--- src/rtl/led_sequencer.sv ---
`default_nettype none
// ============================================================================
// Module      : led_sequencer
// Description : Button-driven colour code stepper with sync/debounce,
//               step prescaler, up/down/ping-pong/hold modes and wrap pulse.
// Revision    : 1.0 - initial release
// ============================================================================
module led_sequencer #(
    parameter int WIDTH     = 3,
    parameter int MIN_VAL   = 1,
    parameter int MAX_VAL   = 6,
    parameter int DIV       = 1,
    parameter int DB_CYCLES = 1
) (
    input  logic             clk,
    input  logic             rst,
    input  logic             button,
    input  logic [1:0]       mode,
    output logic [WIDTH-1:0] colour,
    output logic             wrap,
    output logic             active
);

    localparam int c_DB_W  = (DB_CYCLES > 1) ? $clog2(DB_CYCLES) : 1;
    localparam int c_PRE_W = (DIV > 1) ? $clog2(DIV) : 1;

    localparam logic [c_DB_W-1:0]  c_DB_LAST  = c_DB_W'(DB_CYCLES - 1);
    localparam logic [c_PRE_W-1:0] c_PRE_LAST = c_PRE_W'(DIV - 1);
    localparam logic [WIDTH-1:0]   c_MIN      = WIDTH'(MIN_VAL);
    localparam logic [WIDTH-1:0]   c_MAX      = WIDTH'(MAX_VAL);

    localparam logic [1:0] c_MODE_UP   = 2'b00;
    localparam logic [1:0] c_MODE_DOWN = 2'b01;
    localparam logic [1:0] c_MODE_PING = 2'b10;
    localparam logic [1:0] c_MODE_HOLD = 2'b11;

    typedef enum logic [0:0] {
        DIR_UP   = 1'b0,
        DIR_DOWN = 1'b1
    } dir_t;

    logic               sync1_q, sync1_d;
    logic               sync2_q, sync2_d;
    logic               btn_db_q, btn_db_d;
    logic [c_DB_W-1:0]  db_cnt_q, db_cnt_d;
    logic [c_PRE_W-1:0] pre_cnt_q, pre_cnt_d;
    logic [WIDTH-1:0]   colour_q, colour_d;
    logic               wrap_q, wrap_d;
    dir_t               dir_q, dir_d;

    logic               w_step;
    logic               w_illegal;

    // Synchroniser, debounce and prescaler
    always_comb begin
        sync1_d   = button;
        sync2_d   = sync1_q;
        btn_db_d  = btn_db_q;
        db_cnt_d  = '0;
        pre_cnt_d = '0;
        w_step    = 1'b0;

        if (sync2_q != btn_db_q) begin
            if (db_cnt_q == c_DB_LAST) begin
                btn_db_d = sync2_q;
            end else begin
                db_cnt_d = db_cnt_q + 1'b1;
            end
        end

        if (btn_db_q) begin
            if (pre_cnt_q == c_PRE_LAST) begin
                w_step = 1'b1;
            end else begin
                pre_cnt_d = pre_cnt_q + 1'b1;
            end
        end
    end

    // Colour update; an out-of-range code is recovered before any step is taken
    always_comb begin
        colour_d  = colour_q;
        wrap_d    = 1'b0;
        dir_d     = dir_q;
        w_illegal = (colour_q < c_MIN) || (colour_q > c_MAX);

        if (w_illegal) begin
            colour_d = c_MIN;
            dir_d    = DIR_UP;
        end else if (w_step) begin
            case (mode)
                c_MODE_UP: begin
                    if (colour_q == c_MAX) begin
                        colour_d = c_MIN;
                        wrap_d   = 1'b1;
                    end else begin
                        colour_d = colour_q + 1'b1;
                    end
                end
                c_MODE_DOWN: begin
                    if (colour_q == c_MIN) begin
                        colour_d = c_MAX;
                        wrap_d   = 1'b1;
                    end else begin
                        colour_d = colour_q - 1'b1;
                    end
                end
                c_MODE_PING: begin
                    if (dir_q == DIR_UP) begin
                        if (colour_q == c_MAX) begin
                            colour_d = colour_q - 1'b1;
                            dir_d    = DIR_DOWN;
                            wrap_d   = 1'b1;
                        end else begin
                            colour_d = colour_q + 1'b1;
                        end
                    end else begin
                        if (colour_q == c_MIN) begin
                            colour_d = colour_q + 1'b1;
                            dir_d    = DIR_UP;
                            wrap_d   = 1'b1;
                        end else begin
                            colour_d = colour_q - 1'b1;
                        end
                    end
                end
                c_MODE_HOLD: begin
                    colour_d = colour_q;
                end
                default: begin
                    colour_d = colour_q;
                end
            endcase
        end
    end

    always_ff @(posedge clk) begin
        if (rst) begin
            sync1_q   <= 1'b0;
            sync2_q   <= 1'b0;
            btn_db_q  <= 1'b0;
            db_cnt_q  <= '0;
            pre_cnt_q <= '0;
            colour_q  <= c_MIN;
            wrap_q    <= 1'b0;
            dir_q     <= DIR_UP;
        end else begin
            sync1_q   <= sync1_d;
            sync2_q   <= sync2_d;
            btn_db_q  <= btn_db_d;
            db_cnt_q  <= db_cnt_d;
            pre_cnt_q <= pre_cnt_d;
            colour_q  <= colour_d;
            wrap_q    <= wrap_d;
            dir_q     <= dir_d;
        end
    end

    assign colour = colour_q;
    assign wrap   = wrap_q;
    assign active = btn_db_q;

endmodule
`default_nettype wire
--- config.mk ---
export PLATFORM = sky130hd
export DESIGN_NAME = led_sequencer
export DESIGN_NICKNAME = d
export VERILOG_FILES = /design/src/rtl/led_sequencer.sv
export SDC_FILE = /design/constraint.sdc
export NUM_CORES = 1
export LEC_CHECK = 0
export CAP_MARGIN = 25
export CELL_PAD_IN_SITES_DETAIL_PLACEMENT = 0
export CELL_PAD_IN_SITES_GLOBAL_PLACEMENT = 1
export CORE_UTILIZATION = 37
export CTS_CLUSTER_SIZE = 8
export DETAILED_ROUTE_END_ITERATION = 12
export GPL_TIMING_DRIVEN = 1
export HOLD_SLACK_MARGIN = 0.15
export PLACE_DENSITY_LB_ADDON = 0.1
export SYNTH_ARGS = -nofsm -noshare
export SYNTH_HDL_FRONTEND = slang
export SYNTH_SLANG_ARGS = --single-unit
--- constraint.sdc ---
create_clock -name clk -period 1.7 [get_ports clk]
set_clock_uncertainty 0.15 [all_clocks]
set_input_delay 0.17 -clock clk [delete_from_list [all_inputs] [get_ports clk]]
set_output_delay 0.17 -clock clk [all_outputs]
set_load 0.05 [all_outputs]
==> results.sh, run 1 <==
export IMPL_ctsRootBufferMaster="clkbuf_4"
export IMPL_syn_to_final_growth_pct=43.1
export IMPL_via_per_inst=5.25
export IMPL_yosys_warnings=0
export IMPL_place_congestion=0.781
export IMPL_synth_seq_cells=10
export IMPL_rows=14
export IMPL_place_inst=110
export IMPL_ys_seq_area_frac=0.321
export IMPL_firstDrtPassIters=4
export IMPL_period_share=0.977
export IMPL_die_h_um=43.1
export IMPL_dr_total_vias=598
export IMPL_r2r_start="colour[0]$_SDFFE_PP1P_"
export IMPL_path_cells="clkdlybuf4s50_1 > inv_2 > ha_4 > nor2b_2 > a31oi_2 > a21oi_1 > o32ai_1"
export IMPL_crit_family="compound AO/OA/AOI/OAI gates"
export IMPL_place_area_um2=826
export IMPL_synth_edff_count=0
export IMPL_clk_pin_slew_ns=0.07
export IMPL_syn_area_um2=624
export IMPL_synth_cell_type_count=24
export IMPL_hold_viol=0
export IMPL_initial_core_util=0.405
export IMPL_cp_num_buf_inv=2
export IMPL_critPathLaunch="mode[1]"
export IMPL_final_util=0.580
export IMPL_r2r_slack_ns=0.07
export IMPL_endpoint_kind="register"
export IMPL_power_mw=0.548
export IMPL_crit_type="input pin to register"
export IMPL_cts_sinks=10
export IMPL_place_hpwl_mm=1.08
export IMPL_overflow=0
export IMPL_grt_antenna_before_repair=0
export IMPL_slowest_stage="clkdlybuf4s50_1"
export IMPL_grt_pass1_vias=556
export IMPL_hold_path_class="input pin to register"
export IMPL_avgSynthCellArea_um2=8.79
export IMPL_design_area_um2=893
export IMPL_htree_levels=1
export IMPL_ioPinCount=10
export IMPL_r2r_end="colour[2]$_SDFFE_PP0P_"
export IMPL_fmax_mhz=602
export IMPL_cp_required_ns=1.72
export IMPL_status="finished, final reports clean"
export IMPL_synth_ff_type="dfxtp_1"
export IMPL_grt_max_degree=12
export IMPL_cp_max_fo=5
export IMPL_hold_end="wrap$_SDFF_PP0_"
export IMPL_cap_violations=0
export IMPL_cts_buffers=3
export IMPL_port_buffers=9
export IMPL_period_needed_ns=1.66
export IMPL_cpPeakStageDelay_ns=0.49
export IMPL_dieArea_um2=1860
export IMPL_post_layout_nonfiller_instances=114
export IMPL_drc_errors=0
export IMPL_finalSetupTns_ns=0
export IMPL_startpoint_type="input pin"
export IMPL_setup_viol=0
export IMPL_ctsLongestPathBuffers=2
export IMPL_drive_gt1_frac=0.357
export IMPL_core_um2=1540
export IMPL_hold_path_startpoint="mode[0]"
export IMPL_postCtsSetupRepairBufs=0
export IMPL_synthesis_instances=71
export IMPL_cp_arrival_ns=1.68
export IMPL_drt_iter0_markers=20
export IMPL_fin_nets=113
export IMPL_wl_mm=1.36
export IMPL_num_antenna_cells=0
export IMPL_ir_drop_uv=326
export IMPL_grt_pass1_wl_mm=2.33
export IMPL_p_leak_nw=0.387
export IMPL_reg2regPathDepth=6
export IMPL_die_w_um=43.1
export IMPL_wl_per_cell_um=11.9
export IMPL_cts_tree="yes"
export IMPL_grt_use_total=0.169
export IMPL_clk_latency_ns=0.27
export IMPL_maxSlewViolCount=0
export IMPL_antenna_left=0
export IMPL_async_reset_ff_frac=0
export IMPL_hold_depth=4
export IMPL_p_per_area_nw_per_um2=613
-- cell type report --
cell class                      count  area [um2]
Clock buffer                        4        36.3
Fill cell                         139         648
Inverter                            7        26.3
Multi-Input combinational cell     54         419
Sequential cell                    10         206
Tap cell                           16        20.0
Timing Repair Buffer               23         185
-- cell usage after synthesis, drive strengths merged, types with 2 or more instances --
library cell	n	area share
dfxtp	10	0.32
nand2b	4	0.040
nand3	3	0.024
mux2i	2	0.032
inv	7	0.042
a211oi	2	0.024
nand2	4	0.024
ha	9	0.18
a21oi	3	0.024
a31oi	4	0.040
nor2	5	0.030
o21ai	2	0.016
nor2b	5	0.050
-- tightest hold or removal path: stages --
cell and delay [ns]:
dlymetal6s2s_1 0.12, buf_4 0.14, ha_1 0.15, nor4_2 0.04
-- cell usage in the layout, fill, tap and decap left out, types with 2 or more instances in the layout --
master,count
nand2_1,4
dfxtp_2,2
inv_1,5
ha_2,3
mux2i_1,2
buf_4,19
a21oi_1,3
ha_1,5
nor2_1,5
nand3_1,3
a211oi_1,2
conb_1,2
clkbuf_4,3
inv_2,2
nand2b_1,4
dfxtp_1,7
o21ai_0,2
nor2b_1,4
clkdlybuf4s50_1,3
a31oi_1,3
-- logic make-up (layout without fill, tap and decap cells) --
kind of cell	Yosys count	in the layout	share of synthesized area
simple gates	25	25	0.224
compound gates	16	16	0.176
flops	10	10	0.321
fa+ha+maj	9	9	0.180
buf+inv	8	34	0.0601
mux	2	2	0.0321
other cells	1	2	0.00601
-- registers in the layout, indices dropped and copies added (netlist names) --
name,count
colour,3
active,1
db_cnt_q,1
dir_q,1
pre_cnt_q,1
sync1_q,1
sync2_q,1
wrap,1
-- worst max path at each step --
stage	to	slack (ns)	cells after the start
after floorplan	colour[2]$_SDFFE_PP0P_	0.02	6
after global placement	colour[1]$_SDFFE_PP0P_	-0.27	7
after detailed placement	colour[1]$_SDFFE_PP0P_	-0.29	7
after CTS	colour[2]$_SDFFE_PP0P_	0.001	6
after global routing	colour[2]$_SDFFE_PP0P_	-0.001	7
final	colour[2]$_SDFFE_PP0P_	0.04	7
-- per-layer routing --
layer | share of wire | track usage | vias up
met5 | 0 | 0 | -
met1 | 0.44 | 0.199 | 265
met4 | 0.023 | 0.109 | 0
li1 | - | - | 305
met3 | 0.064 | 0.0298 | 4
met2 | 0.47 | 0.275 | 24
-- where the power goes --
group | leakage [nW] | switching, mW | internal [mW]
clock | 0.0210 | 0.0861 | 0.130
combinational | 0.283 | 0.0426 | 0.0475
sequential | 0.0827 | 0.00272 | 0.239
total | 0.387 | 0.131 | 0.417
-- timing repair --
item                                    in CTS  in global routing
hold buffers                                 0                  0
resized for setup                            1                  8
endpoints found under the setup margin       1                  5
pin swaps                                    0                  2
-- stage by stage --
step | worst slack (ns) | hold WS, ns
2_1_floorplan | 0.0223 | 0.0916
3_3_place_gp | -0.273 | 0.295
3_5_place_dp | -0.287 | 0.297
4_1_cts | 0.00135 | 0.298
5_1_grt | -0.00143 | 0.282
6_report | 0.0383 | 0.253
(Power assumes the default switching activity.)
==> run 2, diff against run 1 <==
- CORE_UTILIZATION: 37 -> 30
- HOLD_SLACK_MARGIN: 0.15 -> default
- clock period: 1.7 -> 2 ns (I/O delays scaled with it)
==> run 2 against run 1 <==
  * Clock power fell by 15%
  * Critical path type is now register to output pin
  * Sequential power fell by 14%
  * Sequential share of layout area rose by 1.9 points
  * Register-to-register slack improved by 0.11 ns
  * Non-clock buffer count fell by 11
  * Final area fell by 11%
  * Critical path depth fell by 6
  * Worst setup slack improved by 0.046 ns
==> results.sh, run 2 (same netlist as run 1, synthesis figures left out) <==
export IMPL_place_inst=110
export IMPL_pwr_share_clk=0.409
export IMPL_via_per_inst=4.73
export IMPL_design_area_um2=800
export IMPL_cts_buffers=3
export IMPL_ctsRootBufferMaster="clkbuf_4"
export IMPL_rsz0062_at_grt="false"
export IMPL_use_met1=0.195
export IMPL_postCtsSetupRepairBufs=0
export IMPL_use_met3=0.0679
export IMPL_htree_levels=1
export IMPL_antenna_left=0
export IMPL_startpoint_type="register"
export IMPL_slowest_stage="clkdlybuf4s50_1"
export IMPL_grt_antenna_before_repair=0
export IMPL_place_hpwl_um=996
export IMPL_overflow=0
export IMPL_reg2regPathDepth=6
export IMPL_grt_pass1_wl_mm=2.21
export IMPL_power_frac_seq=0.460
export IMPL_die_h_um=47.6
export IMPL_grt_pass1_vias=507
export IMPL_crit_type="register to output pin"
export IMPL_power_frac_comb=0.132
export IMPL_place_congestion=0.759
export IMPL_place_area_um2=761
export IMPL_cts_tree="yes"
export IMPL_drive_gt1_frac=0.103
export IMPL_p_per_area_nw_per_um2=564
export IMPL_hold_path_class="register to register"
export IMPL_fmax_mhz=522
export IMPL_dieArea_um2=2270
export IMPL_endpoint_kind="output pin"
export IMPL_cp_num_buf_inv=1
export IMPL_post_layout_nonfiller_instances=114
export IMPL_maxSlewViolCount=0
export IMPL_drt_iter0_markers=14
export IMPL_dr_total_vias=539
export IMPL_setup_viol=0
export IMPL_seq_area_um2=200
export IMPL_ir_drop_uv=369
export IMPL_num_antenna_cells=0
export IMPL_grt_use_total=0.142
export IMPL_tightest_slew_ns=0.500
export IMPL_cp_num_cells=1
export IMPL_die_w_um=47.6
export IMPL_cap_violations=0
export IMPL_finalSetupTns_ns=0
export IMPL_nFillCells=216
export IMPL_period_needed_ns=1.92
export IMPL_grt_max_degree=12
export IMPL_clk_pin_slew_ns=0.07
export IMPL_initial_core_util=0.318
export IMPL_port_buffers=9
export IMPL_ctsLongestPathBuffers=2
export IMPL_cpPeakStageDelay_ns=0.85
export IMPL_wl_per_cell_um=11.3
export IMPL_drc_errors=0
export IMPL_clk_latency_ns=0.27
export IMPL_largest_register_ffs=3
export IMPL_crit_family="buffers and inverters"
export IMPL_power_mw=0.451
export IMPL_wl_mm=1.28
export IMPL_slew_headroom=0.665
export IMPL_p_leak_nw=0.324
export IMPL_hold_viol=0
export IMPL_firstDrtPassIters=4
export IMPL_cp_max_fo=7
export IMPL_syn_to_final_growth_pct=28.1
export IMPL_cp_arrival_ns=1.57
export IMPL_internal_power_mw=0.343
export IMPL_grt_met2_usage=0.205
export IMPL_netSwitchingFraction=0.239
export IMPL_path_cells="clkdlybuf4s50_1"
export IMPL_status="finished, final reports clean"
export IMPL_hold_depth=1
export IMPL_rows=16
export IMPL_cp_required_ns=1.65
export IMPL_final_common_cell="dfxtp_1"
export IMPL_layout_common_cells="10 x dfxtp_1, 9 x ha_1, 7 x inv_1, 7 x clkdlybuf4s50_1"
export IMPL_ioPinCount=10
export IMPL_core_um2=1960
export IMPL_switchingPower_mw=0.108
export IMPL_fin_nets=102
export IMPL_multi_input_area_um2=390
export IMPL_cts_sinks=10
export IMPL_top_usage_layer="met2"
export IMPL_period_share=0.958
-- run 2: what timing repair did --
item                                    in CTS  in global routing
endpoints found under the setup margin       0                  1
hold buffers                                 0                  0
gates resized for setup                      0                  1
-- run 2: final timing paths --
kind / endpoint / from / slack (ns)
setup reg to reg: colour[2]$_SDFFE_PP0P_ / colour[0]$_SDFFE_PP1P_ / 0.18
setup / recovery: colour[1] / colour[1]$_SDFFE_PP0P_ / 0.08
hold / removal: sync2_q$_SDFF_PP0_ / sync1_q$_SDFF_PP0_ / 0.31
hold reg to reg: sync2_q$_SDFF_PP0_ / sync1_q$_SDFF_PP0_ / 0.31
-- run 2: area by class of cell --
class / instances / share of cell area
Timing Repair Buffer: 12 / 0.141
Inverter: 7 / 0.0329
Multi-Input combinational cell: 54 / 0.488
Tap cell: 27 / 0.0423
Sequential cell: 10 / 0.250
Clock buffer: 4 / 0.0454
-- run 2: power by group through the flow --
stage          clock [mW]  combinational [mW]  sequential, mW
5_1_grt             0.206              0.0658           0.208
3_5_place_dp            0              0.0590           0.212
2_1_floorplan           0              0.0301           0.215
6_report            0.184              0.0594           0.207
4_1_cts             0.192              0.0591           0.207
3_3_place_gp            0              0.0593           0.212
-- run 2: metal layers --
layer | vias up | share of wire | wire length [um]
met5 | - | 0 | 0
met4 | 0 | 0 | 0
met3 | 0 | 0.045 | 58
met2 | 11 | 0.45 | 575
met1 | 245 | 0.51 | 649
li1 | 283 | - | -
-- run 2: per-stage QoR --
step	setup slack [ns]	hold WS [ns]	utilization
floorplan	0.0383	0.122	-
global placement	0.0309	0.268	0.388
detailed placement	0.0373	0.277	0.388
CTS	0.0390	0.310	0.406
global route	0.0314	0.323	0.408
finish	0.0848	0.307	0.408
